--- config.mk ---
export PLATFORM = sky130hd
export DESIGN_NAME = huff_code_gen
export DESIGN_NICKNAME = d
export VERILOG_FILES = /design/src/rtl/huff_pkg.sv /design/src/rtl/huff_node_ram.sv /design/src/rtl/huff_code_gen.sv
export SDC_FILE = /design/constraint.sdc
export NUM_CORES = 1
export LEC_CHECK = 0
export ABC_AREA = 0
export ABC_CLOCK_PERIOD_IN_PS = 2700
export CAP_MARGIN = 0
export CORE_ASPECT_RATIO = 1.4
export CORE_MARGIN = 2
export CORE_UTILIZATION = 51
export CTS_BUF_LIST = sky130_fd_sc_hd__clkbuf_4
export DETAILED_ROUTE_END_ITERATION = 16
export GPL_ROUTABILITY_DRIVEN = 0
export HOLD_SLACK_MARGIN = 0.05
export MAX_ROUTING_LAYER = met4
export PLACE_DENSITY = 0.79
export SYNTH_ARGS = -nofsm -noshare
export SYNTH_HDL_FRONTEND = slang
export SYNTH_SLANG_ARGS = --single-unit
--- constraint.sdc ---
create_clock -name CLK -period 2.7 [get_ports CLK]
set_input_delay 0.675 -clock CLK [delete_from_list [all_inputs] [get_ports CLK]]
set_output_delay 0.675 -clock CLK [all_outputs]
set_load 0.02 [all_outputs]
--- src/rtl/huff_pkg.sv ---
// Shared constants, record layout and FSM encoding for the Huffman code generator.
// The optional HUFF_LOOP_CHECK_EN macro turns on malformed-tree detection.
package huff_pkg;
    localparam int N_NODE     = 7;
    localparam int N_LEAF     = 4;
    localparam int MAX_DEPTH  = 6;
    localparam int REC_W      = 13;
    localparam logic [3:0] ROOT_NIL = 4'hF;

    localparam int PARENT_HI  = 12;
    localparam int PARENT_LO  = 9;
    localparam int BRANCH_BIT = 8;
    localparam int WEIGHT_HI  = 7;
    localparam int WEIGHT_LO  = 0;

    typedef enum logic [1:0] {S_IDLE, S_WALK, S_EMIT, S_DONE} state_t;

    // A parent link is usable only when it names a real node.
    function automatic logic parent_ok(input logic [3:0] p);
        return (p != 4'd0) && (p <= 4'(N_NODE));
    endfunction
endpackage

--- src/rtl/huff_node_ram.sv ---
// Node table: 7 x 13-bit records, synchronous write, asynchronous read,
// asynchronous clear. Address 0 is not a node and reads back as zero.
module huff_node_ram
    import huff_pkg::*;
(
    input  logic             CLK,
    input  logic             RST,
    input  logic             wr_en,
    input  logic [2:0]       wr_addr,
    input  logic [REC_W-1:0] wr_data,
    input  logic [2:0]       rd_addr,
    output logic [3:0]       rd_parent,
    output logic             rd_branch,
    output logic [7:0]       rd_weight
);
    logic [REC_W-1:0] mem [1:N_NODE];
    logic [REC_W-1:0] rd_rec;

    always_ff @(posedge CLK or posedge RST) begin
        if (RST) begin
            for (int i = 1; i <= N_NODE; i++) mem[i] <= '0;
        end else if (wr_en && wr_addr != 3'd0) begin
            mem[wr_addr] <= wr_data;
        end
    end

    assign rd_rec    = (rd_addr == 3'd0) ? '0 : mem[rd_addr];
    assign rd_parent = rd_rec[PARENT_HI:PARENT_LO];
    assign rd_branch = rd_rec[BRANCH_BIT];
    assign rd_weight = rd_rec[WEIGHT_HI:WEIGHT_LO];
endmodule

--- src/rtl/huff_code_gen.sv ---
// Walks leaf-to-root through the node table and emits one code per leaf 1..4.
// Define HUFF_LOOP_CHECK_EN to abort on bad parents / over-deep trees with a sticky err.
module huff_code_gen
    import huff_pkg::*;
(
    input  logic        CLK,
    input  logic        RST,
    input  logic        node_wr,
    input  logic [2:0]  node_addr,
    input  logic [12:0] node_data,
    input  logic        start,
    input  logic        code_ready,
    output logic        code_valid,
    output logic [2:0]  code_sym,
    output logic [7:0]  code_bits,
    output logic [3:0]  code_len,
    output logic        busy,
    output logic        done,
    output logic        err
);
    state_t      state;
    logic [2:0]  cur;
    logic [2:0]  leaf;
    logic [7:0]  acc_bits;
    logic [3:0]  acc_len;
    logic [3:0]  parent;
    logic        branch;
    logic [7:0]  weight;
    logic        unused_weight;
    logic        is_root;
    logic        at_limit;
    logic        emit_now;
    logic        abort_now;

    huff_node_ram u_ram (
        .CLK       (CLK),
        .RST       (RST),
        .wr_en     (node_wr && state == S_IDLE),
        .wr_addr   (node_addr),
        .wr_data   (node_data),
        .rd_addr   (cur),
        .rd_parent (parent),
        .rd_branch (branch),
        .rd_weight (weight)
    );

    // Weights are kept in the table for software but play no part in the walk.
    assign unused_weight = ^weight;
    assign is_root       = (parent == ROOT_NIL);

`ifdef HUFF_LOOP_CHECK_EN
    logic err_q;
    assign err       = err_q;
    assign at_limit  = (acc_len == 4'(MAX_DEPTH));
    assign emit_now  = is_root;
    assign abort_now = !is_root && (!parent_ok(parent) || at_limit);
`else
    assign err       = 1'b0;
    assign at_limit  = (acc_len == 4'(MAX_DEPTH + 1));
    assign emit_now  = is_root || !parent_ok(parent) || at_limit;
    assign abort_now = 1'b0;
`endif

    always_ff @(posedge CLK or posedge RST) begin
        if (RST) begin
            state      <= S_IDLE;
            cur        <= '0;
            leaf       <= '0;
            acc_bits   <= '0;
            acc_len    <= '0;
            code_valid <= 1'b0;
            code_sym   <= '0;
            code_bits  <= '0;
            code_len   <= '0;
            busy       <= 1'b0;
            done       <= 1'b0;
`ifdef HUFF_LOOP_CHECK_EN
            err_q      <= 1'b0;
`endif
        end else begin
            done <= 1'b0;
            case (state)
                S_IDLE: if (start) begin
                    state    <= S_WALK;
                    busy     <= 1'b1;
                    cur      <= 3'd1;
                    leaf     <= 3'd1;
                    acc_bits <= '0;
                    acc_len  <= '0;
`ifdef HUFF_LOOP_CHECK_EN
                    err_q    <= 1'b0;
`endif
                end
                S_WALK: begin
                    if (emit_now) begin
                        state      <= S_EMIT;
                        code_valid <= 1'b1;
                        code_sym   <= leaf;
                        code_bits  <= acc_bits;
                        code_len   <= acc_len;
                    end else if (abort_now) begin
                        state <= S_IDLE;
                        busy  <= 1'b0;
`ifdef HUFF_LOOP_CHECK_EN
                        err_q <= 1'b1;
`endif
                    end else begin
                        // Leaf edge lands in bit 0; each step up shifts the next edge left.
                        acc_bits <= acc_bits | (8'(branch) << acc_len);
                        acc_len  <= acc_len + 4'd1;
                        cur      <= parent[2:0];
                    end
                end
                S_EMIT: if (code_ready) begin
                    code_valid <= 1'b0;
                    if (leaf == 3'(N_LEAF)) begin
                        state <= S_DONE;
                        done  <= 1'b1;
                    end else begin
                        state    <= S_WALK;
                        leaf     <= leaf + 3'd1;
                        cur      <= leaf + 3'd1;
                        acc_bits <= '0;
                        acc_len  <= '0;
                    end
                end
                S_DONE: begin
                    state <= S_IDLE;
                    busy  <= 1'b0;
                end
                default: state <= S_IDLE;
            endcase
        end
    end
endmodule

# After elaboration in Yosys (flattened, before gate mapping)
# Cells that the tools add are included.
# word_totals
elab_cells,96
output_inout_bits,19
ff_bits,129
# op_classes
n_lt_le_gt_ge,4
eq_ne,11
n_addsub,2
n_mux,36
n_bitwise,3
n_shift,1
reduce_logical,21
# ops
operator,n
$bwmux W91,1
$mux W13,4
$bmux W13 S3,1
$demux W13 S3,1
$mux W8,4
$pmux W8 S3,1
$mux W4,4
$mux W3,4
$pmux W4 S3,1
$ne A2 B2 Y1 const B,5
$pmux W3 S3,1
$ge A4 B4 Y1 const B,2
$mux W2,4
$not A3 Y4,2
$or A8 B8 Y8,1
$pmux W2 S4,1
$shl A1 B4 Y8,1
$mux W1,6
$pmux W3 S2,1
$reduce_and A3 Y1,2
$reduce_bool A2 Y1,3
$reduce_bool A3 Y1,2
$reduce_and A5 Y1,1
$add A4 B1 Y4 const B,1
other kinds (17),24

# Depth between registers and ports, before layout
# Gate-level depths: netlist of the first run.
# depth
ltp_word,12
mapped_depth,8
mapped_depth_nobuf,7

# Modules after synthesis
# A second synthesis of the first run with hierarchy kept.
# hier_totals
hier_cells,451
area_unflattened_um2,5921.9
# modules_own_cells
module,cells_each,area_per_inst_um2,instances
huff_node_ram,280,4154.0,1
huff_code_gen,171,1767.9,1

# Least setup slack after synthesis of the first run
# Ideal clock, no wire load.
# synth_path
kind,reg-to-reg
startpoint,reg cur[1]
endpoint,reg code_bits[0]
required_ns,2.575
slack_ns,0.527
path_buffers,3
arrival_ns,2.048
setup_ns,0.125
path_stages_with_launch,9
path_cell_list,dfrtp_1 -> buf_6 -> buf_6 -> mux2_4 -> a221oi_4 -> a32o_2 -> o21ai_4 -> buf_6 -> mux2_4
# synth_between
elab_chain_len,11
elab_cells_between_ends,14
cone_classes,order compare: 1; eq/ne: 1; mux: 4; bitwise: 1; reduce/logical: 7
# synth_rtl
item,line_no,text
start: declaration,huff_code_gen.sv:22,logic [2:0] cur;
start signal: assignment,huff_code_gen.sv:111,cur <= parent[2:0];
start signal: assignment,huff_code_gen.sv:122,cur <= leaf + 3'd1;
$not A3 Y4 (implied by the code),huff_node_ram.sv:27,assign rd_rec = (rd_addr == 3'd0) ? '0 : mem[rd_addr];
$bmux W13 S3,huff_node_ram.sv:27,
$mux W13 (implied by the code) (2 in a row),huff_node_ram.sv:27,
$mux W13 (*),huff_node_ram.sv:27,
$le A4 B3 Y1 or $reduce_bool A4 Y1 (tied branches),huff_pkg.sv:20,return (p != 4'd0) && (p <= 4'(N_NODE));
$logic_and A1 B1 Y1,huff_pkg.sv:20,
$logic_not A1 Y1,huff_code_gen.sv:60,assign emit_now = is_root || !parent_ok(parent) || at_limit;
$logic_or A1 B1 Y1 (*) (2 in a row),huff_code_gen.sv:60,
$reduce_and A2 Y1 (no source line) (*),--,
end signal: assignment,huff_code_gen.sv:99,code_bits <= acc_bits;
end: declaration,huff_code_gen.sv:15,"output logic [7:0] code_bits,"
# Mark *: on every way between the ends. The rest lies on a longest branch, timed or not. The select of a mux whose other input is x is not followed.
# A chain may end at the register's enable or synchronous reset.

# Worst setup path after layout of the first run
# layout_path
startpoint,reg cur[1]
endpoint,reg code_bits[5]
# Same word-level chain as after synthesis.

==> flow_summary.yaml, run 1 <==
place:
  port_buffers: 30
  hpwl_um: 5000
  dp.cells: 419
  pre_cts_ws_ns: 0.0908
  post_dp_cell_area_um2: 4110
hold_path:
  hold_start: "acc_bits[4]"
  hold_depth: 2
  hold_class: "reg2reg"
  whs_endpoint: "acc_bits[4]"
power_and_ir_drop:
  vdd_ir_drop_max_uv: 574
  p_per_area_nw_per_um2: 1080
  leakage_nw: 1.90
timing:
  layout_setup_ws_ns: 0.227
  max_freq_ghz: 0.404
  max_slew.worst_pin.slew_ns: 0.729
  fin_crit_ns: 2.47
  hold_viol_final: 0
  setup_violations: 0
  rsz0062_at_grt: "false"
  slew_headroom: 0.510
  maxSlewViolCount: 0
  fin_skew_ns: 0.0221
  timing.final.crit_share: 0.916
  setup_tns_ns: 0
critical_path:
  cp_max_fo: 18
  cp_cell_sequence: "buf_12 > mux2i_1 > o22ai_1 > or3_1 > o21ai_4 > mux2_1"
  max_stage_delay_ns: 0.60
  crit_required_ns: 3.00
  rrSetupSlack_ns: 0.23
  start_kind: "register"
  worstReg2RegStart: "cur[1]"
  r2r_end: "code_bits[5]"
  r2r_cells: 6
  arrival_ns: 2.77
  path_class: "reg2reg"
  cp-end-kind: "register"
  slowest_stage: "o21ai_4"
cts:
  path_clk_slew_ns: 0.13
  cts_tree: "yes"
  worst_skew_pair.late_latency_ns: 0.43
  cts_resized: 0
  cts_hold_buf: 0
  cts_made_buffers: 9
  cts-root-buf: "clkbuf_4"
  clock-sinks: 73
  htreeDepth: 3
  postCtsSetupBuffers: 0
  cts_max_path_buffers: 2
synth:
  synth_compound_area_frac: 0.129
  ys_seq_elements: 73
  synth_warnings: 0
  synth.cell_area_um2: 3600
  synth_nets: 316
  async_reset_ff_frac: 1.00
  synth_xor_area_frac: 0.00243
  synth_edf_count: 0
  synth_ff_type: "dfrtp_1"
  synth-simple-area-share: 0.0892
  synth_area_per_cell_um2: 12.5
  synth_top_family_by_area: "multiplexers"
  ys_seq_area_frac: 0.507
  synth_cells: 288
  synth_cell_type_count: 62
  synth.mux.area_fraction: 0.210
  synth_adder_area_share: 0.0243
detailed_routing:
  wire_per_inst_um: 15.9
  met1_length_um: 2790
  drtIter0Drc: 197
  dr_wl_met3_um: 288
  routed.top_layer: "met4"
  wl_um: 6910
  drt_first_pass_iters: 4
  vias: 2459
  vias_per_cell: 5.65
  drcViolationCount: 0
  met2WireLength_um: 3750
  ant_nets: 0
global_routing:
  grt_overflow: 0
  grt_use_total: 0.211
  grt_pass1_vias: 2465
  grt_pass1_wl_um: 11900
  grt_max_degree: 74
  antenna_found_initial: 0
floorplan:
  rows: 36
  initial_core_util: 0.523
  core_area_um2: 6890
  pin_count: 40
  die_area_um2: 7770
  die_h_um: 103
  die_width_um: 75.1
cells_and_area:
  finalInstanceArea_um2: 4270
  mostFrequentLayoutCell: "dfrtp_1"
  finish.utilization: 0.619
  n_antenna_cell: 0
  fillers: 560
  fin_cells: 435
  layout-drive-gt1-share: 0.276
  num-nets-final: 363
  layout_common_cells: "dfrtp_1, mux2_2, clkdlybuf4s50_1"
  area_delta_synth_final_pct: 18.4
job:
  drv_cap: 0
status:
  outcome: "completed"
layout make-up:
type	count	area, um^2	share of cell area
multi-input cells	188	1650	0.385
flip-flops and latches	73	1830	0.428
repair buffers	48	460	0.108
clock buffers	9	67.6	0.0158
clock inverters	7	93.8	0.0220
inverters	15	56.3	0.0132
well taps	95	119	0.0278
through the flow:
step | total power [W] | hold slack, ns
floorplan | 0.00317 | 0.436
global placement | 0.00377 | 0.461
detailed placement | 0.00385 | 0.469
CTS | 0.00462 | 0.493
global route | 0.00492 | 0.511
finish | 0.00461 | 0.485
registers in the layout, summed over array words and instances (netlist names):
register and cells:
acc_len 4, acc_bits 8, u_ram.mem 35, code_len 4, done 1, code_sym 3, cur 3, code_valid 1
leaf 3, state 2, code_bits 8, busy 1
cell usage after synthesis (all sizes together) (5+ instances only):
cell,number,area share
dfrtp,73,0.51
mux2,53,0.17
nand2,25,0.026
inv,13,0.014
nor2,11,0.013
o21ai,10,0.017
buf,7,0.016
ha,7,0.024
clkbuf,5,0.0052
nand2b,5,0.0087
nand3,5,0.0069
nor3,5,0.0069
o41ai,5,0.020
kinds of logic (layout without fill, tap and decap cells):
family          after synthesis  after routing
simple gates                 65             65
mux                          61             61
compound gates               53             53
buf+inv                      27             79
flops                        73             73
fa+ha+maj                     7              7
xor+xnor                      1              1
other cells                   1              1
routing by layer:
metal  global-route usage  up-vias
met5                    -        -
met4               0.0659        0
met3               0.0533        8
met2                0.352       55
met1                0.250     1235
li1                     -     1161
worst max path at each step:
stage                     from      endpoint
floorplan                  RST   acc_bits[0]
global placement    code_ready   acc_bits[3]
detailed placement  code_ready   acc_bits[2]
CTS                     cur[1]  code_bits[5]
global route            cur[1]  code_bits[4]
finish                  cur[1]  code_bits[5]
report_power, final:
group / total [W] / leakage (nW) / internal (W) / switching (W)
Clock: 0.000773 / 0.0839 / 0.000375 / 0.000398
Combinational: 0.00214 / 0.882 / 0.00103 / 0.00111
Sequential: 0.00170 / 0.936 / 0.00147 / 0.000231
worst max-delay path: cells and delay by family (launching register included):
family,cells,cell delay (ns)
DFF,1,0.42
buffers and inverters,1,0.17
and+or+nand+nor,1,0.39
AOI/OAI and AO/OA,2,0.75
muxes,2,0.60
No activity file was read; power rests on OpenSTA's default activity.
==> run 2: changes to the inputs <==
--- a/config.mk
+++ b/config.mk
@@ -5,18 +5,17 @@
 export SDC_FILE = /design/constraint.sdc
 export NUM_CORES = 1
 export LEC_CHECK = 0
-export ABC_AREA = 0
 export ABC_CLOCK_PERIOD_IN_PS = 2700
 export CAP_MARGIN = 0
 export CORE_ASPECT_RATIO = 1.4
 export CORE_MARGIN = 2
-export CORE_UTILIZATION = 51
+export CORE_UTILIZATION = 58
 export CTS_BUF_LIST = sky130_fd_sc_hd__clkbuf_4
 export DETAILED_ROUTE_END_ITERATION = 16
 export GPL_ROUTABILITY_DRIVEN = 0
 export HOLD_SLACK_MARGIN = 0.05
 export MAX_ROUTING_LAYER = met4
-export PLACE_DENSITY = 0.79
+export PLACE_DENSITY = 0.88
 export SYNTH_ARGS = -nofsm -noshare
 export SYNTH_HDL_FRONTEND = slang
 export SYNTH_SLANG_ARGS = --single-unit
==> flow_summary.yaml, run 2 (synthesis results as in run 1) <==
status:
  outcome: "completed"
global_routing:
  grt_max_degree: 74
  grt_pass1_wl_um: 12100
  grt_pass1_vias: 2528
  grt_use_total: 0.232
  grt_overflow: 0
  antenna_found_initial: 0
cts:
  clock-sinks: 73
  cts_made_buffers: 9
  path_clk_slew_ns: 0.11
  postCtsSetupBuffers: 0
  cts-root-buf: "clkbuf_4"
  cts_hold_buf: 0
  cts_tree: "yes"
  cts_resized: 0
  cts_max_path_buffers: 2
  htreeDepth: 3
  worst_skew_pair.late_latency_ns: 0.43
job:
  drv_cap: 0
floorplan:
  die_width_um: 70.6
  pin_count: 40
  core_area_um2: 6130
  die_area_um2: 6870
  rows: 34
  initial_core_util: 0.588
  die_h_um: 97.3
critical_path:
  worstReg2RegStart: "cur[1]"
  cp_top_family: "compound AO/OA/AOI/OAI gates"
  rrSetupSlack_ns: 0.22
  crit_required_ns: 3.01
  start_kind: "register"
  slowest_stage: "o21ai_4"
  path_class: "reg2reg"
  cp_cell_sequence: "buf_4 > mux2i_1 > a221oi_1 > or3_1 > o21ai_4 > mux2_1"
  path_buf_inv: 1
  cp-end-kind: "register"
  crit_start: "cur[1]"
  arrival_ns: 2.78
  max_stage_delay_ns: 0.59
  cp_max_fo: 18
timing:
  layout_setup_ws_ns: 0.224
  maxSlewViolCount: 0
  max_freq_ghz: 0.404
  setup_violations: 0
  fin_hold_ws_ns: 0.482
  rsz0062_at_grt: "false"
  fin_crit_ns: 2.48
  hold_viol_final: 0
  fin_skew_ns: 0.0180
  slew_headroom: 0.523
  max_slew.worst_pin.slew_ns: 0.710
  setup_tns_ns: 0
  timing.final.crit_share: 0.917
place:
  pre_cts_ws_ns: 0.0477
  dp.cells: 395
  port_buffers: 30
  hpwl_um: 4990
detailed_routing:
  drt_first_pass_iters: 4
  wl_um: 6910
  drtIter0Drc: 230
  vias_per_cell: 6.12
  wire_per_inst_um: 16.9
  vias: 2508
  ant_nets: 0
  drcViolationCount: 0
cells_and_area:
  layout-drive-gt1-share: 0.266
  largest_reg_flops: 35
  fin_cells: 410
  largest_registers: "u_ram.mem (35), acc_bits (8), code_bits (8)"
  area_delta_synth_final_pct: 17.0
  mostFrequentLayoutCell: "dfrtp_1"
  num-nets-final: 362
  regMostFlops: "u_ram.mem"
  layout_common_cells: "dfrtp_1, mux2_2, clkdlybuf4s50_1"
  n_antenna_cell: 0
power_and_ir_drop:
  vdd_ir_drop_max_uv: 684
  p_per_area_nw_per_um2: 1080
  power_w: 0.00456
  leakage_nw: 1.89
hold_path:
  hold_class: "reg2reg"
  hold_start: "acc_bits[6]"
-- run 2: cell types whose count changed in the layout (fill, tap and decap cells not counted), sizes merged --
cell	change
buf	-1
clkinvlp	-1
clkbuf	+1
inv	-1
-- run 2: final cells by class --
type	count	area [um^2]
multi-input cells	188	1650
well taps	72	90.1
fillers	447	1910
flip-flops and latches	73	1830
repair buffers	47	453
clock inverters	5	71.3
clock buffers	10	75.1
inverters	15	56.3
-- run 2: metrics by stage --
stage	area (um^2)	utilization
global placement	4070	0.665
floorplan	3600	-
CTS	4220	0.689
detailed placement	4070	0.665
finish	4220	0.689
global route	4220	0.689
-- run 2: final timing paths --
check	cells past startpoint	end
setup reg to reg	6	code_bits[4]
setup / recovery	6	code_bits[4]
hold / removal	2	acc_bits[6]
max in group asynchronous	3	code_bits[4]
min in group asynchronous	3	busy
hold reg to reg	2	acc_bits[6]
-- run 2: metal layers --
metal | vias to the layer above | global-route usage | part of all wire
li1 | 1161 | - | -
met1 | 1258 | 0.271 | 0.40
met2 | 68 | 0.382 | 0.53
met3 | 21 | 0.0550 | 0.042
met4 | 0 | 0.0972 | 0.034
met5 | - | - | 0
-- run 2: tightest hold or removal path, cell delays in order, from the launching register on --
cell and delay [ns]:
dfrtp_1 0.36, nand2_1 0.05, o41ai_1 0.05
-- run 2: power breakdown --
part,leakage [nW],switching (W),internal (W),total (W)
Sequential,0.936,0.000247,0.00147,0.00171
Clock,0.0790,0.000362,0.000372,0.000735
Combinational,0.878,0.00109,0.00102,0.00211
Total,1.89,0.00170,0.00286,0.00456
==> run 3: changes to the inputs <==
--- a/config.mk
+++ b/config.mk
@@ -7,7 +7,7 @@
 export LEC_CHECK = 0
 export ABC_CLOCK_PERIOD_IN_PS = 2700
 export CAP_MARGIN = 0
-export CORE_ASPECT_RATIO = 1.4
+export CORE_ASPECT_RATIO = 0.9
 export CORE_MARGIN = 2
 export CORE_UTILIZATION = 58
 export CTS_BUF_LIST = sky130_fd_sc_hd__clkbuf_4
==> flow_summary.yaml, run 3 (synthesis results as in run 1) <==
cells_and_area:
  area_delta_synth_final_pct: 16.9
  fillers: 419
  regMostFlops: "u_ram.mem"
  layout_common_cells: "dfrtp_1, mux2_2, clkdlybuf4s50_1"
  regArea_um2: 1830
  layout-drive-gt1-share: 0.270
  largest_reg_flops: 35
  largest_registers: "u_ram.mem (35), acc_bits (8), code_bits (8)"
  num-nets-final: 361
  n_antenna_cell: 0
  multi_input_area_um2: 1650
  mostFrequentLayoutCell: "dfrtp_1"
floorplan:
  pin_count: 40
  rows: 27
  core_area_um2: 6080
  die_width_um: 87.1
  initial_core_util: 0.593
  die_h_um: 78.8
  die_area_um2: 6860
detailed_routing:
  drt_first_pass_iters: 4
  vias_per_cell: 6.20
  vias: 2535
  wire_per_inst_um: 17.8
  wl_um: 7270
  ant_nets: 0
  drtIter0Drc: 186
  drcViolationCount: 0
cts:
  cts_hold_buf: 0
  cts_max_path_buffers: 2
  postCtsSetupBuffers: 0
  cts_resized: 0
  worst_skew_pair.late_latency_ns: 0.42
  htreeDepth: 3
  cts_made_buffers: 9
  cts-root-buf: "clkbuf_4"
  path_clk_slew_ns: 0.11
  cts_tree: "yes"
  clock-sinks: 73
timing:
  setup_violations: 0
  slew_headroom: 0.515
  layout_setup_ws_ns: 0.231
  timing.final.crit_share: 0.915
  fin_skew_ns: 0.0110
  setup_tns_ns: 0
  rsz0062_at_grt: "false"
  maxSlewViolCount: 0
  max_freq_ghz: 0.405
  fin_crit_ns: 2.47
  hold_viol_final: 0
  max_slew.worst_pin.slew_ns: 0.722
power_and_ir_drop:
  switchingPower_w: 0.00174
  p_per_area_nw_per_um2: 1090
  p_seq_frac: 0.376
  power.share.combinational: 0.463
  vdd_ir_drop_max_uv: 578
  swShare: 0.379
  leakage_nw: 1.88
  p_int_w: 0.00284
  p_clk_frac: 0.161
place:
  port_buffers: 30
  hpwl_um: 5250
  pre_cts_ws_ns: 0.0710
critical_path:
  rrSetupSlack_ns: 0.23
  cp_max_fo: 18
  path_class: "reg2reg"
  cp_cell_sequence: "mux2i_1 > a221oi_1 > or3_1 > o21ai_4 > mux2_1"
  path_buf_inv: 0
  cp_top_family: "compound AO/OA/AOI/OAI gates"
  worstReg2RegStart: "cur[1]"
  r2r_end: "code_bits[6]"
  slowest_stage: "o21ai_4"
  start_kind: "register"
  arrival_ns: 2.78
  r2r_cells: 5
  cp-end-kind: "register"
  crit_required_ns: 3.01
  max_stage_delay_ns: 0.57
global_routing:
  grt_pass1_vias: 2604
  grt_overflow: 0
  grt_max_degree: 74
  grt_use_total: 0.244
  antenna_found_initial: 0
  grt_pass1_wl_um: 12300
hold_path:
  hold_depth: 2
  hold_class: "reg2reg"
  whs_endpoint: "acc_bits[3]"
  hold_start: "acc_bits[3]"
job:
  drv_cap: 0
status:
  outcome: "completed"
run 3: changes by cell type in the layout (fill, tap and decap cells not counted):
cell | previous run | this run
buf_4 | 15 | 14
clkbuf_4 | 10 | 9
clkinv_1 | 5 | 3
clkinv_2 | 0 | 1
clkinvlp_4 | 0 | 2
run 3: per-stage QoR:
step / hold slack (ns) / util / total power [W] / instance area, um^2 / cells
after floorplan: 0.436 / - / 0.00317 / 3600 / 288
after global placement: 0.459 / 0.668 / 0.00373 / 4060 / 394
after detailed placement: 0.469 / 0.668 / 0.00385 / 4060 / 394
after CTS: 0.496 / 0.693 / 0.00459 / 4220 / 409
after global routing: 0.522 / 0.693 / 0.00486 / 4220 / 409
final: 0.493 / 0.693 / 0.00458 / 4220 / 409
run 3: how the worst max path moves through the flow:
| stage | slack (ns) | to | cells past startpoint | start |
|---|---|---|---|---|
| floorplan | 0.17 | acc_bits[0] | 1 | RST |
| global placement | 0.17 | acc_bits[4] | 6 | code_ready |
| detailed placement | 0.07 | acc_bits[2] | 6 | code_ready |
| CTS | 0.21 | code_bits[6] | 5 | cur[1] |
| global route | 0.08 | code_sym[1] | 6 | acc_len[1] |
| finish | 0.23 | code_bits[6] | 5 | cur[1] |
run 3: final cells by class:
| type | count | share of cell area |
|---|---|---|
| Clock buffer | 9 | 0.0160 |
| Inverter | 15 | 0.0134 |
| Tap cell | 72 | 0.0214 |
| Multi-Input combinational cell | 188 | 0.390 |
| Clock inverter | 6 | 0.0199 |
| Timing Repair Buffer | 46 | 0.106 |
| Sequential cell | 73 | 0.433 |
run 3: worst register-to-register path: stages (launching register included):
cell	delay, ns
dfrtp_1	0.55
mux2i_1	0.27
a221oi_1	0.13
or3_1	0.45
o21ai_4	0.58
mux2_1	0.40
run 3: power groups by stage:
stage | combinational, W | clock [W] | sequential [W]
4_1_cts | 0.00211 | 0.000764 | 0.00172
3_5_place_dp | 0.00210 | 0 | 0.00174
3_3_place_gp | 0.00202 | 0 | 0.00171
6_report | 0.00212 | 0.000737 | 0.00172
2_1_floorplan | 0.00146 | 0 | 0.00171
5_1_grt | 0.00229 | 0.000802 | 0.00177
run 3: layer usage:
layer | wire, um | GRT usage | part of all wire | up-vias
li1 | - | - | - | 1160
met1 | 3040 | 0.301 | 0.42 | 1265
met2 | 3610 | 0.383 | 0.50 | 94
met3 | 467 | 0.0582 | 0.064 | 16
met4 | 150 | 0.112 | 0.021 | 0
met5 | 0 | - | 0 | -
